`src/rtl/acc_drain_if.sv`:
```
// Partial-sum, accumulator and result port bundle for acc_drain.
// valid/ready: a word transfers on a rising edge where both are high; the producer holds valid and data stable until then.
interface acc_drain_if #(
  parameter int ACC_W  = 28,
  parameter int PSUM_W = 20,
  parameter int OUT_W  = 16
);
  logic [PSUM_W-1:0] psum_in;
  logic              psum_valid;
  logic              psum_ready;
  logic [PSUM_W-1:0] psum_out;
  logic              acc_clear;
  logic [ACC_W-1:0]  acc_value;
  logic [OUT_W-1:0]  out_data;
  logic              out_valid;
  logic              out_ready;

  modport slave (
    input  psum_in, psum_valid, acc_value, out_ready,
    output psum_ready, psum_out, acc_clear, out_data, out_valid
  );

  modport master (
    output psum_in, psum_valid, acc_value, out_ready,
    input  psum_ready, psum_out, acc_clear, out_data, out_valid
  );
endinterface

```
`src/rtl/acc_drain.sv`:
```
// Accumulator window controller: gates partial sums for a programmed window,
// captures and requantizes the total, and presents it on a valid/ready port.
module acc_drain #(
  parameter int ACC_W  = 28,
  parameter int PSUM_W = 20,
  parameter int OUT_W  = 16,
  parameter int CNT_W  = 8
) (
  input  logic             clk,
  input  logic             reset,
  input  logic [CNT_W-1:0] cfg_len,
  input  logic [4:0]       cfg_shift,
  input  logic             cfg_relu,
  acc_drain_if.slave       io,
  output logic [1:0]       dbg_state
);

  typedef enum logic [1:0] {
    S_CLEAR   = 2'd0,
    S_ACCUM   = 2'd1,
    S_CAPTURE = 2'd2,
    S_OUTPUT  = 2'd3
  } state_t;

  localparam logic signed [ACC_W:0] SAT_MAX = (ACC_W+1)'((1 << (OUT_W-1)) - 1);
  localparam logic signed [ACC_W:0] SAT_MIN = ~SAT_MAX;

  state_t           state_q, state_d;
  logic [CNT_W-1:0] cnt_q, cnt_d;
  logic [CNT_W-1:0] len_q;
  logic [4:0]       shift_q;
  logic             relu_q;
  logic [OUT_W-1:0] out_q;
  logic             accept;
  logic             latch_cfg;

  logic signed [ACC_W:0] ext, rounded, shifted, clamped;
  logic        [ACC_W:0] rnd;
  logic [OUT_W-1:0]      q_next;

  always_ff @(posedge clk or posedge reset) begin
    if (reset) begin
      state_q <= S_CLEAR;
      cnt_q   <= '0;
    end else begin
      state_q <= state_d;
      cnt_q   <= cnt_d;
    end
  end

  always_comb begin
    state_d       = state_q;
    cnt_d         = cnt_q;
    latch_cfg     = 1'b0;
    accept        = 1'b0;
    io.psum_ready = 1'b0;
    io.acc_clear  = 1'b0;
    io.out_valid  = 1'b0;
    case (state_q)
      S_CLEAR: begin
        io.acc_clear = 1'b1;
        latch_cfg    = 1'b1;
        state_d      = S_ACCUM;
      end
      S_ACCUM: begin
        io.psum_ready = 1'b1;
        accept        = io.psum_valid;
        if (accept) begin
          if (cnt_q == len_q - 1'b1) begin
            cnt_d   = '0;
            state_d = S_CAPTURE;
          end else begin
            cnt_d = cnt_q + 1'b1;
          end
        end
      end
      S_CAPTURE: begin
        // Accumulator clears on the same edge that captures its total.
        io.acc_clear = 1'b1;
        state_d      = S_OUTPUT;
      end
      S_OUTPUT: begin
        io.out_valid = 1'b1;
        if (io.out_ready) begin
          latch_cfg = 1'b1;
          state_d   = S_ACCUM;
        end
      end
      default: state_d = S_CLEAR;
    endcase
  end

  assign io.psum_out = accept ? io.psum_in : '0;
  assign io.out_data = out_q;
  assign dbg_state   = state_q;

  always_ff @(posedge clk or posedge reset) begin
    if (reset) begin
      len_q   <= CNT_W'(1);
      shift_q <= '0;
      relu_q  <= 1'b0;
    end else if (latch_cfg) begin
      len_q   <= (cfg_len == '0) ? CNT_W'(1) : cfg_len;
      shift_q <= cfg_shift;
      relu_q  <= cfg_relu;
    end
  end

  // One guard bit above the total keeps the rounding add from overflowing.
  always_comb begin
    ext     = {io.acc_value[ACC_W-1], io.acc_value};
    rnd     = (shift_q == 5'd0) ? '0 : ((ACC_W+1)'(1) << (shift_q - 5'd1));
    rounded = ext + signed'(rnd);
    shifted = rounded >>> shift_q;
    clamped = (relu_q && shifted[ACC_W]) ? '0 : shifted;
    if (clamped > SAT_MAX) begin
      q_next = {1'b0, {(OUT_W-1){1'b1}}};
    end else if (clamped < SAT_MIN) begin
      q_next = {1'b1, {(OUT_W-1){1'b0}}};
    end else begin
      q_next = clamped[OUT_W-1:0];
    end
  end

  always_ff @(posedge clk or posedge reset) begin
    if (reset) begin
      out_q <= '0;
    end else if (state_q == S_CAPTURE) begin
      out_q <= q_next;
    end
  end

endmodule

```
`src/flat_wrapper.sv`:
```
// flat-port wrapper written by rule: the top's interface ports become plain ports
module acc_drain_flat 
#(
  parameter int ACC_W  = 28,
  parameter int PSUM_W = 20,
  parameter int OUT_W  = 16,
  parameter int CNT_W  = 8
)
  (clk, reset, cfg_len, cfg_shift, cfg_relu, dbg_state, io_psum_in, io_psum_valid, io_acc_value, io_out_ready, io_psum_ready, io_psum_out, io_acc_clear, io_out_data, io_out_valid);
  acc_drain_if #(.ACC_W(ACC_W), .PSUM_W(PSUM_W), .OUT_W(OUT_W)) io_i ();
  input  logic clk;
  input  logic reset;
  input  logic [CNT_W-1:0] cfg_len;
  input  logic [4:0] cfg_shift;
  input  logic cfg_relu;
  output logic [1:0] dbg_state;
  input wire logic [$bits(io_i.psum_in)-1:0] io_psum_in;
  input wire logic [$bits(io_i.psum_valid)-1:0] io_psum_valid;
  input wire logic [$bits(io_i.acc_value)-1:0] io_acc_value;
  input wire logic [$bits(io_i.out_ready)-1:0] io_out_ready;
  output wire logic [$bits(io_i.psum_ready)-1:0] io_psum_ready;
  output wire logic [$bits(io_i.psum_out)-1:0] io_psum_out;
  output wire logic [$bits(io_i.acc_clear)-1:0] io_acc_clear;
  output wire logic [$bits(io_i.out_data)-1:0] io_out_data;
  output wire logic [$bits(io_i.out_valid)-1:0] io_out_valid;
  assign io_i.psum_in = io_psum_in;
  assign io_i.psum_valid = io_psum_valid;
  assign io_i.acc_value = io_acc_value;
  assign io_i.out_ready = io_out_ready;
  assign io_psum_ready = io_i.psum_ready;
  assign io_psum_out = io_i.psum_out;
  assign io_acc_clear = io_i.acc_clear;
  assign io_out_data = io_i.out_data;
  assign io_out_valid = io_i.out_valid;
  acc_drain #(.ACC_W(ACC_W), .PSUM_W(PSUM_W), .OUT_W(OUT_W), .CNT_W(CNT_W)) u_core (.clk(clk), .reset(reset), .cfg_len(cfg_len), .cfg_shift(cfg_shift), .cfg_relu(cfg_relu), .io(io_i), .dbg_state(dbg_state));
endmodule
```
`config.mk`:
```
export PLATFORM = sky130hd
export DESIGN_NAME = acc_drain_flat
export DESIGN_NICKNAME = d
export VERILOG_FILES = /design/src/rtl/acc_drain_if.sv /design/src/rtl/acc_drain.sv /design/src/flat_wrapper.sv
export SDC_FILE = /design/constraint.sdc
export NUM_CORES = 1
export LEC_CHECK = 0
export BUFFER_PORTS_ARGS = -buffer_cell sky130_fd_sc_hd__buf_2
export CAP_MARGIN = 5
export CELL_PAD_IN_SITES_DETAIL_PLACEMENT = 2
export CELL_PAD_IN_SITES_GLOBAL_PLACEMENT = 2
export CORE_MARGIN = 2
export CORE_UTILIZATION = 34
export CTS_CLUSTER_SIZE = 12
export DETAILED_ROUTE_END_ITERATION = 8
export PLACE_DENSITY = 0.84
export SLEW_MARGIN = 5
export SYNTH_ARGS = -nofsm -noshare
export SYNTH_HDL_FRONTEND = slang
export SYNTH_SLANG_ARGS = --single-unit
```
`constraint.sdc`:
```
create_clock -name clk -period 5.7 [get_ports clk]
set_input_delay 1.14 -clock clk [delete_from_list [all_inputs] [get_ports clk]]
set_output_delay 1.14 -clock clk [all_outputs]
set_load 0.05 [all_outputs]
```
Yosys cells after proc, flatten, opt, wreduce, memory -nomap -nowiden
Cells that the tools add are included.
- divide/modulo/power cells: 0
- reductions and logical operators: 7
- shifts and indexed selects: 2
- muxes and demuxes: 17
- add/sub/neg operators: 4
- equal/unequal tests: 7
- bitwise operators: 0
- $lt $le $gt $ge: 2
- multiply operators: 0
- operators by type and width (cell ; number):
    29-bit 2-to-1 mux ; 2
    16-bit 2-to-1 mux ; 2
    28-bit by 29-bit adder with 29-bit output ; 1
    29-bit by 16-bit > comparator with 1-bit output, second input constant ; 1
    29-bit by 16-bit less-than comparator with 1-bit output, second input constant ; 1
    1-bit by 5-bit << shifter with 29-bit output, first input constant ; 1
    29-bit by 5-bit >>> shifter with 29-bit output ; 1
    20-bit 2-to-1 mux ; 1
    8-bit 2-to-1 mux ; 2
    8-bit by 1-bit adder with 8-bit output, second input constant ; 1
    8-bit equality test ; 1
    8-bit logical NOT ; 1
    2-bit case mux with 4 select lines ; 1
    8-bit by 1-bit subtractor with 8-bit output, second input constant ; 1
    2-bit 2-to-1 mux ; 3
    5-bit logical NOT ; 1
    1-bit 2-to-1 mux ; 5
    5-bit by 1-bit subtractor with 5-bit output, second input constant ; 1
    2-bit equality test, second input constant ; 2
    2-bit inequality test, second input constant ; 2
    3-bit AND reduction ; 1
    2-bit by 1-bit equality test with 1-bit output, second input constant ; 1
    2-bit logical NOT ; 1
    2-bit by 1-bit inequality test with 1-bit output, second input constant ; 1
    other kinds (4) ; 4
- RAM bits: 0
- latch bits: 0
- output and inout bits: 41
- memory bits (read-only): 0
- memories kept: 0
- bits in registers: 40

Logic depth before layout (Yosys ltp)
Gate-level depths: netlist of run 1.
- depth in word-level cells: 10
- gate-level depth with buffers: 23

Worst setup path after synthesis of run 1
No wires, ideal clock.
- kind: reg2reg
- from: reg u_core.shift_q[1]
- to: reg u_core.out_q[3], in the netlist u_core.io.out_data[3]
- period minus slack after synthesis: 4854 ps
- cell stages (with the launch flop): 23
- setup time: 123 ps
- arrival: 4731 ps
- slack: 846 ps
- buffers on the path: 4
- data required time: 5577 ps
- path through: dfrtp_1 -> buf_2 -> inv_1 -> clkbuf_1 -> nand2_1 -> nor3_1 -> ha_1 -> inv_1 -> fa_1 -> nand2b_1 -> a21oi_2 -> o21ai_1 -> a21oi_1 -> or4_1 -> buf_6 -> nand2_1 -> a221o_1 -> a221o_1 -> a2111oi_4 -> a31oi_4 -> buf_6 -> a311oi_2 -> nor3_2
- cells in the longest elaborated chain, start to end: 10
- elaborated cells between the ends (all ways): 12
- those cells by class: add/sub (2); order compare (2); shift (2); mux (4); reduce/logical (2)
- RTL lines (element ; line ; RTL):
    start: declaration ; acc_drain.sv:31 ; logic [4:0] shift_q;
    start signal: assignment ; acc_drain.sv:104 ; shift_q <= cfg_shift;
    5-bit by 1-bit subtractor with 5-bit output ; acc_drain.sv:112 ; rnd = (shift_q == 5'd0) ? '0 : ((ACC_W+1)'(1) << (shift_q - 5'd1));
    1-bit by 5-bit << shifter with 29-bit output ; acc_drain.sv:112 ;
    29-bit 2-to-1 mux ; acc_drain.sv:112 ;
    28-bit by 29-bit adder with 29-bit output ; acc_drain.sv:113 ; rounded = ext + signed'(rnd);
    29-bit by 5-bit >>> shifter with 29-bit output (*) ; acc_drain.sv:114 ; shifted = rounded >>> shift_q;
    1-bit logical AND ; acc_drain.sv:115 ; clamped = (relu_q && shifted[ACC_W]) ? '0 : shifted;
    29-bit 2-to-1 mux (*) ; acc_drain.sv:115 ;
    29-bit by 16-bit less-than comparator with 1-bit output ; acc_drain.sv:118 ; end else if (clamped < SAT_MIN) begin
    16-bit 2-to-1 mux ; acc_drain.sv:118 ;
    16-bit 2-to-1 mux (*) ; acc_drain.sv:116 ; if (clamped > SAT_MAX) begin
    end signal: assignment ; acc_drain.sv:129 ; out_q <= q_next;
    end: declaration ; acc_drain.sv:33 ; logic [OUT_W-1:0] out_q;
Mark *: on every way between the ends. The rest lies on a longest branch, timed or not.
A chain may end at the register's enable or synchronous reset.

Final worst setup path of run 1
- from: reg u_core.shift_q[1]
- to: reg u_core.out_q[9], in the netlist u_core.io.out_data[9]
Same word-level chain as after synthesis.

==> results of run 1 <==
-- sequential cells by signal, summed over array words and instances, names as in the netlist --
name                count
u_core.len_q            8
u_core.dbg_state        2
u_core.shift_q          5
u_core.cnt_q            8
u_core.relu_q           1
u_core.io.out_data     16
-- synth_stat cells (all sizes together), types with 8 or more instances --
| cell type | count |
|---|---|
| a21oi | 62 |
| mux2i | 21 |
| clkbuf | 32 |
| inv | 21 |
| o22ai | 8 |
| nand2b | 8 |
| a21o | 9 |
| and2 | 9 |
| xor2 | 14 |
| mux4 | 9 |
| or2 | 10 |
| nand3 | 17 |
| o31ai | 9 |
| o21ai | 55 |
| nand2 | 102 |
| nor2 | 103 |
| o211ai | 14 |
| ha | 35 |
| nor4 | 9 |
| dfrtp | 39 |
| a211oi | 16 |
| nor3 | 40 |
| buf | 26 |
| o221ai | 8 |
| a311oi | 9 |
| mux2 | 14 |
| xnor2 | 16 |
| nand4 | 11 |
| a31oi | 10 |
| and3 | 29 |
-- per-stage QoR --
step / std cells / hold slack, ns / total power [mW]
2_1_floorplan: 854 / 0.487 / 3.11
3_3_place_gp: 1172 / 0.467 / 3.98
3_5_place_dp: 1172 / 0.515 / 4.15
4_1_cts: 1180 / 0.545 / 4.49
5_1_grt: 1180 / 0.572 / 4.82
6_report: 1180 / 0.537 / 4.55
-- metal layers --
metal,track usage (%),wire (microns),up-vias,part of all wire [%]
met5,0,0,-,0
met4,9.38,860,0,3.0
met3,3.23,1200,65,4.2
met2,48.6,14000,220,50
met1,34.7,12200,3688,43
li1,-,-,3385,-
-- logic make-up after synthesis --
| group | count (synthesis) |
|---|---|
| adder cells (fa/ha/maj) | 36 |
| multiplexers | 44 |
| AO/OA/AOI/OAI | 267 |
| AND/OR/NAND/NOR | 357 |
| flip-flops | 40 |
| buffers and inverters | 80 |
| XOR/XNOR | 30 |
-- layout make-up --
class	instances	area (sq um)	share of cell area [%]
clock buffer	7	133	1.79
timing repair buffer	142	801	10.8
tap	234	293	3.96
clock inverter	1	5.00	0.0677
inverter	22	82.6	1.12
multi-input combinational	734	5070	68.7
sequential	40	1000	13.6
-- how the worst max path moves through the flow --
stage | start | endpoint | slack, ns
final | u_core.shift_q[1] | u_core.io.out_data[9] | 0.24
after detailed placement | u_core.shift_q[2] | u_core.io.out_data[8] | 0.28
after global placement | io_acc_value[20] | u_core.io.out_data[9] | 0.39
after CTS | u_core.shift_q[2] | u_core.io.out_data[8] | 0.22
after floorplan | u_core.shift_q[1] | u_core.io.out_data[3] | 0.85
after global routing | u_core.shift_q[3] | u_core.io.out_data[6] | 0.01
-- power by group through the flow --
stage | Combinational (mW) | Clock [mW] | Sequential [mW]
6_report | 3.68 | 0.281 | 0.589
5_1_grt | 3.92 | 0.295 | 0.608
4_1_cts | 3.61 | 0.285 | 0.587
3_5_place_dp | 3.57 | 0 | 0.589
3_3_place_gp | 3.41 | 0 | 0.570
2_1_floorplan | 2.36 | 0 | 0.746
==> summary.md, run 1 <==
| Metric | Value |
|---|---|
| Pre-CTS setup slack | `0.281 ns` |
| Largest family of logic cells by synthesized area | `compound AO/OA/AOI/OAI gates` |
| Routability cong. | `0.953` |
| Die area | `a little over 20000 sq um` |
| Switching pwr | `2.74 mW` |
| Element type at the critical path end | `register` |
| Clk Tree Root Cell | `clkbuf_16` |
| Switching Fraction | `60.1%` |
| Worst path max stage delay | `~0.48 ns` |
| Core area | `roughly 19000 sq um` |
| Post_cts resized | `0` |
| Setup-failing EPs final | `0` |
| Tightest Pin Transition | `1.18 ns` |
| I/O Pins | `107` |
| Post-synthesis mux area share | `9.00%` |
| Vias | `7358` |
| Clock-pin slew on the worst setup and hold paths | `0.06 ns` |
| Post-layout util | `39.4%` |
| Final Cycle Share | `95.8%` |
| Seq cells post-synth | `40` |
| Dpl cell area | `7240 sq um` |
| Synth Area in Adders | `7.02%` |
| Seq pwr share | `12.9%` |
| Clock skew | `0.00516 ns` |
| Yosys top cell area share | `between 10 and 15%` |
| Vias in the first global route | `approximately 7800` |
| First-pass GRT wire length | `between 40000 and 50000 microns` |
| Die Ht | `between 100 and 150 microns` |
| Synth area leader | `dfrtp_1` |
| Setup CP Type | `register to register` |
| Compound-gate portion of the synthesized area | `30.6%` |
| Most common cell after layout, fill and taps aside | `buf_2` |
| Starting density of the core | `34.7%` |
| CTS Buf Count | `5` |
| Synth Warn # | `0` |
| Seq/Total Area, Yosys | `15.4%` |
| WHS Endpoint | `u_core.len_q[7]` |
| Mapped Cells | `~850` |
| RSZ-0062 raised after global routing | `false` |
| Share of cells above drive strength 1 | `24.7%` |
| Drt first-iter violations | `335` |
| Final hold violation count | `0` |
| GRT Overall Usage | `between 20% and 30%` |
| Mapped Nets | `956` |
| Finished Cell Area | `~7400 sq um` |
| Internal power | `about 1.8 mW` |
| MaxCap Viol Count | `0` |
| Cell Rows | `50` |
| Part of the power in the clock network | `between 6 and 7%` |
| Pleak | `3.24 nW` |
| Synth-to-Final Area Change | `13.4%` |
| Number of H-tree levels | `2` |
| Remaining antenna violation count | `0` |
| Startpoint Class | `register` |
| Fillers | `between 2000 and 2500` |
| N_diodes | `0` |
| Setup TNS | `0 ns` |
| Most frequent cells in the layout | `buf_2, nor2_1, nand2_1` |
| Period minus WS final | `5.46 ns` |
| Detailed placement HPWL | `22500 microns` |
| Final Max Tran Viols | `0` |
| I/O Buffers | `106` |
| Chip width | `142 microns` |
| Cell chain of the critical path | `inv_1 -> nand2_1 -> nor3_1 -> ha_1 -> inv_1 -> fa_1 -> nand2b_1 -> a21oi_2 -> o21ai_1 -> a21oi_1 -> buf_4 -> or4_1 -> nand2_1 -> a221o_1 -> a221o_1 -> a2111oi_4 -> a31oi_4 -> o32ai_1 -> nor2_1` |
| Nets | `between 1000 and 1500` |
| Vias per cell | `between 6 and 7` |
| Post-synthesis simple-gate area fraction | `26.9%` |
| CP top delay family | `compound AO/OA/AOI/OAI gates` |
| DR pass1 iterations | `5` |
| Post-synth cell types | `97` |
| Slowest CP cell | `dfrtp_1` |
| Hold buffer count at cts | `0` |
| Synth area leaders | `dfrtp_1, ha_1, nor2_1` |
| Gr ovfl total | `0` |
| Antenna violations before repair | `0` |
| Main flop type after synthesis | `dfrtp_1` |
| Post-synth EDFFs | `0` |
| Slew headroom | `19.3%` |
| CTS Sinks | `40` |
| Worst-case reg-to-reg path depth | `19` |
| Peak Freq | `183 MHz` |
| CP Depth | `19` |
| Worst hold path type | `register to register` |
| PnR worst setup slack | `between 0.2 and 0.25 ns` |
| Post CTS Setup Buffer Count | `0` |
| Worst reg2reg endpoint | `u_core.io.out_data[9]` |
| Mapped Area | `approximately 6500 sq um` |
| Max FO, Critical Path | `16` |
| Max Root-Sink Buffers | `2` |
| DRC violations left | `0` |
| Largest net degree at the start of global routing | `41` |
| WP buf/inv | `3` |
| Hold depth | `1` |
| Routed wire length per instance | `~24 microns` |
| Skew-Pair Late Insertion Delay | `0.29 ns` |
| Status | `finished, final reports clean` |
| Critical Path AT | `5.61 ns` |
| Combinational cell fraction of total power | `between 80 and 90%` |
| Routed WL | `roughly 28000 microns` |
| CP required | `5.85 ns` |
| R2r setup slk | `0.24 ns` |
| XOR/XNOR Fraction of Synth Area | `4.03%` |
| TritonCTS clock tree | `built` |
| Reg2reg start | `u_core.shift_q[1]` |
| Pwr Density | `616 nW/um^2` |
| VDD IR max | `roughly 0.17 mV` |
| Start point of the worst min-delay path | `u_core.len_q[7]` |
| Mean Syn Cell Area | `7.63 sq um` |
| Async SR Flop Fraction | `100%` |
No activity file was read; power rests on OpenSTA's default activity.
==> run 2: changes to the inputs <==
ABC_AREA = 1   (was default)
CORE_UTILIZATION = 29   (was 34)
==> run 2 against run 1 <==
  * Non-clock buffer count down 25
  * Critical path depth increased by 12
  * Hold slack got worse by 0.058 ns
  * First-iteration DRC count increased by 6.3%
  * Fmax rose by 7.0%
==> summary.md, run 2 <==
| Metric | Value |
|---|---|
| Drt first-iter violations | `356 (+6.3%)` |
| Setup CP Type | `register to register` |
| Cell Rows | `53 (+6.0%)` |
| Clock-pin slew on the worst setup and hold paths | `0.06 ns (about the same)` |
| Vias in the first global route | `8167 (+4.2%)` |
| Routed wire length per instance | `17.0 microns (-29%)` |
| VDD IR max | `0.167 mV (-1.5%)` |
| Hold buffer count at cts | `0 (unchanged)` |
| Slowest CP cell | `dfrtp_1` |
| Setup TNS | `0 ns (unchanged)` |
| Peak Freq | `196 MHz (+7.0%)` |
| I/O Pins | `107 (unchanged)` |
| Post CTS Setup Buffer Count | `0 (unchanged)` |
| Detailed placement HPWL | `21800 microns (-3.1%)` |
| CP required | `5.93 ns (+0.08 ns)` |
| Seq cells post-synth | `40 (unchanged)` |
| Post-synth EDFFs | `0 (unchanged)` |
| Most frequent cell after synthesis | `nand2_1` |
| Seq/Total Area, Yosys | `16.1% (+0.71 points)` |
| Most frequent cells in the layout | `nand2_1, inv_1, nor2_1, nand3_1, buf_2` |
| Gr ovfl total | `0 (unchanged)` |
| Most common cell after layout, fill and taps aside | `nand2_1` |
| Main flop type after synthesis | `dfrtp_1` |
| GRT Overall Usage | `23.4% (-4.2 points)` |
| Routability cong. | `0.917 (-3.8%)` |
| Antenna violations before repair | `0 (unchanged)` |
| Finished Layout Cells | `1519 (+29%)` |
| N_diodes | `0 (unchanged)` |
| Skew-Pair Late Insertion Delay | `0.29 ns (about the same)` |
| PnR worst setup slack | `0.598 ns (+0.357 ns)` |
| Mapped Nets | `1257 (+31%)` |
| Slew headroom | `38.1% (+19 points)` |
| Yosys top cell area share | `26.5% (+12 points)` |
| Nets | `1345 (+28%)` |
| Core area | `21100 sq um (+12%)` |
| Final Cycle Share | `89.5% (-6.3 points)` |
| Placed Cells incl. Taps | `1511 (+29%)` |
| Final hold violation count | `0 (unchanged)` |
| Largest net degree at the start of global routing | `41 (unchanged)` |
| Synth area leaders | `nand2_1, dfrtp_1, inv_1` |
| Startpoint Class | `register` |
| Chip width | `151 microns (+5.7%)` |
| Max FO, Critical Path | `17 (+1)` |
| Pre-CTS setup slack | `0.760 ns (+0.480 ns)` |
| Clk Tree Root Cell | `clkbuf_16` |
| Max Root-Sink Buffers | `2 (unchanged)` |
| Tightest Pin Transition | `0.926 ns (-0.255 ns)` |
| Die Ht | `151 microns (+5.7%)` |
| Vias per cell | `4.95 (-21%)` |
| Die area | `22700 sq um (+12%)` |
| Vias | `7516 (+2.1%)` |
| First-pass GRT wire length | `42100 microns (-4.5%)` |
| Worst hold path type | `register to register` |
| Worst path max stage delay | `0.80 ns (+0.32 ns)` |
| Share of cells above drive strength 1 | `12.5% (-12 points)` |
| Element type at the critical path end | `register` |
| Remaining antenna violation count | `0 (unchanged)` |
| Mean Syn Cell Area | `5.39 sq um (-29%)` |
| Post-layout util | `33.9% (-5.4 points)` |
| Post-synth cell types | `47 (-52%)` |
| Final Max Tran Viols | `0 (unchanged)` |
| I/O Buffers | `106 (unchanged)` |
| Synth-to-Final Area Change | `14.9%` |
| Status | `finished, final reports clean` |
| MaxCap Viol Count | `0 (unchanged)` |
| Pwr Density | `536 nW/um^2 (-13%)` |
| RSZ-0062 raised after global routing | `false` |
| DR pass1 iterations | `4 (-1)` |
| Clock skew | `0.00491 ns (-0.000257 ns)` |
| Routed WL | `25800 microns (-8.5%)` |
| Largest register FFs | `16 (unchanged)` |
| Synth Warn # | `0 (unchanged)` |
| Mapped Cells | `1155 (+35%)` |
| CTS Sinks | `40 (unchanged)` |
| DRC violations left | `0 (unchanged)` |
| CP dominant cell by count | `nand2_1` |
| Starting density of the core | `29.5% (-5.2 points)` |
| Power after layout | `3.84 mW (-16%)` |
| Async SR Flop Fraction | `100% (unchanged)` |
| Period minus WS final | `5.10 ns (-0.357 ns)` |
| Synth area leader | `nand2_1` |
| Post-synth top cells | `nand2_1, inv_1, nand3_1, nor2_1, o21ai_0` |
| TritonCTS clock tree | `built` |
| Pleak | `4.24 nW (+31%)` |
| Mapped Area | `6230 sq um (-4.4%)` |
| CTS Buf Count | `5 (unchanged)` |
| Critical Path AT | `5.33 ns (-0.28 ns)` |
| Setup-failing EPs final | `0 (unchanged)` |
| Post_cts resized | `0 (unchanged)` |
| Number of H-tree levels | `2 (unchanged)` |
run 2: cells by family after synthesis:
logic type / share of synthesized area [%]
buf+inv: 14.1
xor+xnor: 4.62
flops: 16.1
simple gates: 47.7
compound gates: 9.46
fa+ha+maj: 7.35
mux: 0.703
run 2: critical path, delay by kind of cell (launching register included):
| family | cells | cell delay, ns |
|---|---|---|
| DFF | 1 | 0.80 |
| buffers and inverters | 4 | 0.39 |
| and+or+nand+nor | 25 | 3.18 |
| adders and majority gates | 2 | 0.64 |
run 2: area by class of cell:
type | instances | area [sq um]
clock buffer | 5 | 125
fill | 2817 | 13900
inverter | 187 | 704
timing repair buffer | 117 | 613
clock inverter | 3 | 18.8
multi-input combinational | 892 | 4350
sequential | 40 | 1000
tap | 275 | 344
run 2: metal layers:
| layer | routed length (microns) | vias to the layer above | global-route usage, % |
|---|---|---|---|
| li1 | - | 3747 | - |
| met2 | 13100 | 109 | 43.0 |
| met3 | 707 | 13 | 1.61 |
| met5 | 0 | - | 0 |
| met1 | 11900 | 3647 | 31.0 |
| met4 | 144 | 0 | 2.01 |
run 2: final timing paths:
kind	from	end	slack, ns	depth (start not counted)
worst max-delay path	u_core.shift_q[4]	u_core.io.out_data[7]	0.60	31
worst min-delay path	u_core.io.out_data[8]	u_core.io.out_data[8]	0.48	2
worst max register to register	u_core.shift_q[4]	u_core.io.out_data[7]	0.60	31
worst min register to register	u_core.io.out_data[8]	u_core.io.out_data[8]	0.48	2
max in group asynchronous	reset	u_core.shift_q[2]	4.35	3
min in group asynchronous	reset	u_core.dbg_state[1]	0.99	3
run 2: stage by stage:
stage	hold WS, ns	instance area, sq um
global route	0.522	7160
global placement	0.461	7010
floorplan	0.475	6230
CTS	0.487	7160
detailed placement	0.471	7010
finish	0.478	7160
run 2: report_power, final:
group          switching, mW  internal [mW]  total (mW)
combinational           2.15          0.849        3.00
clock                  0.121          0.161       0.282
sequential             0.128          0.426       0.555
total                   2.40           1.44        3.84
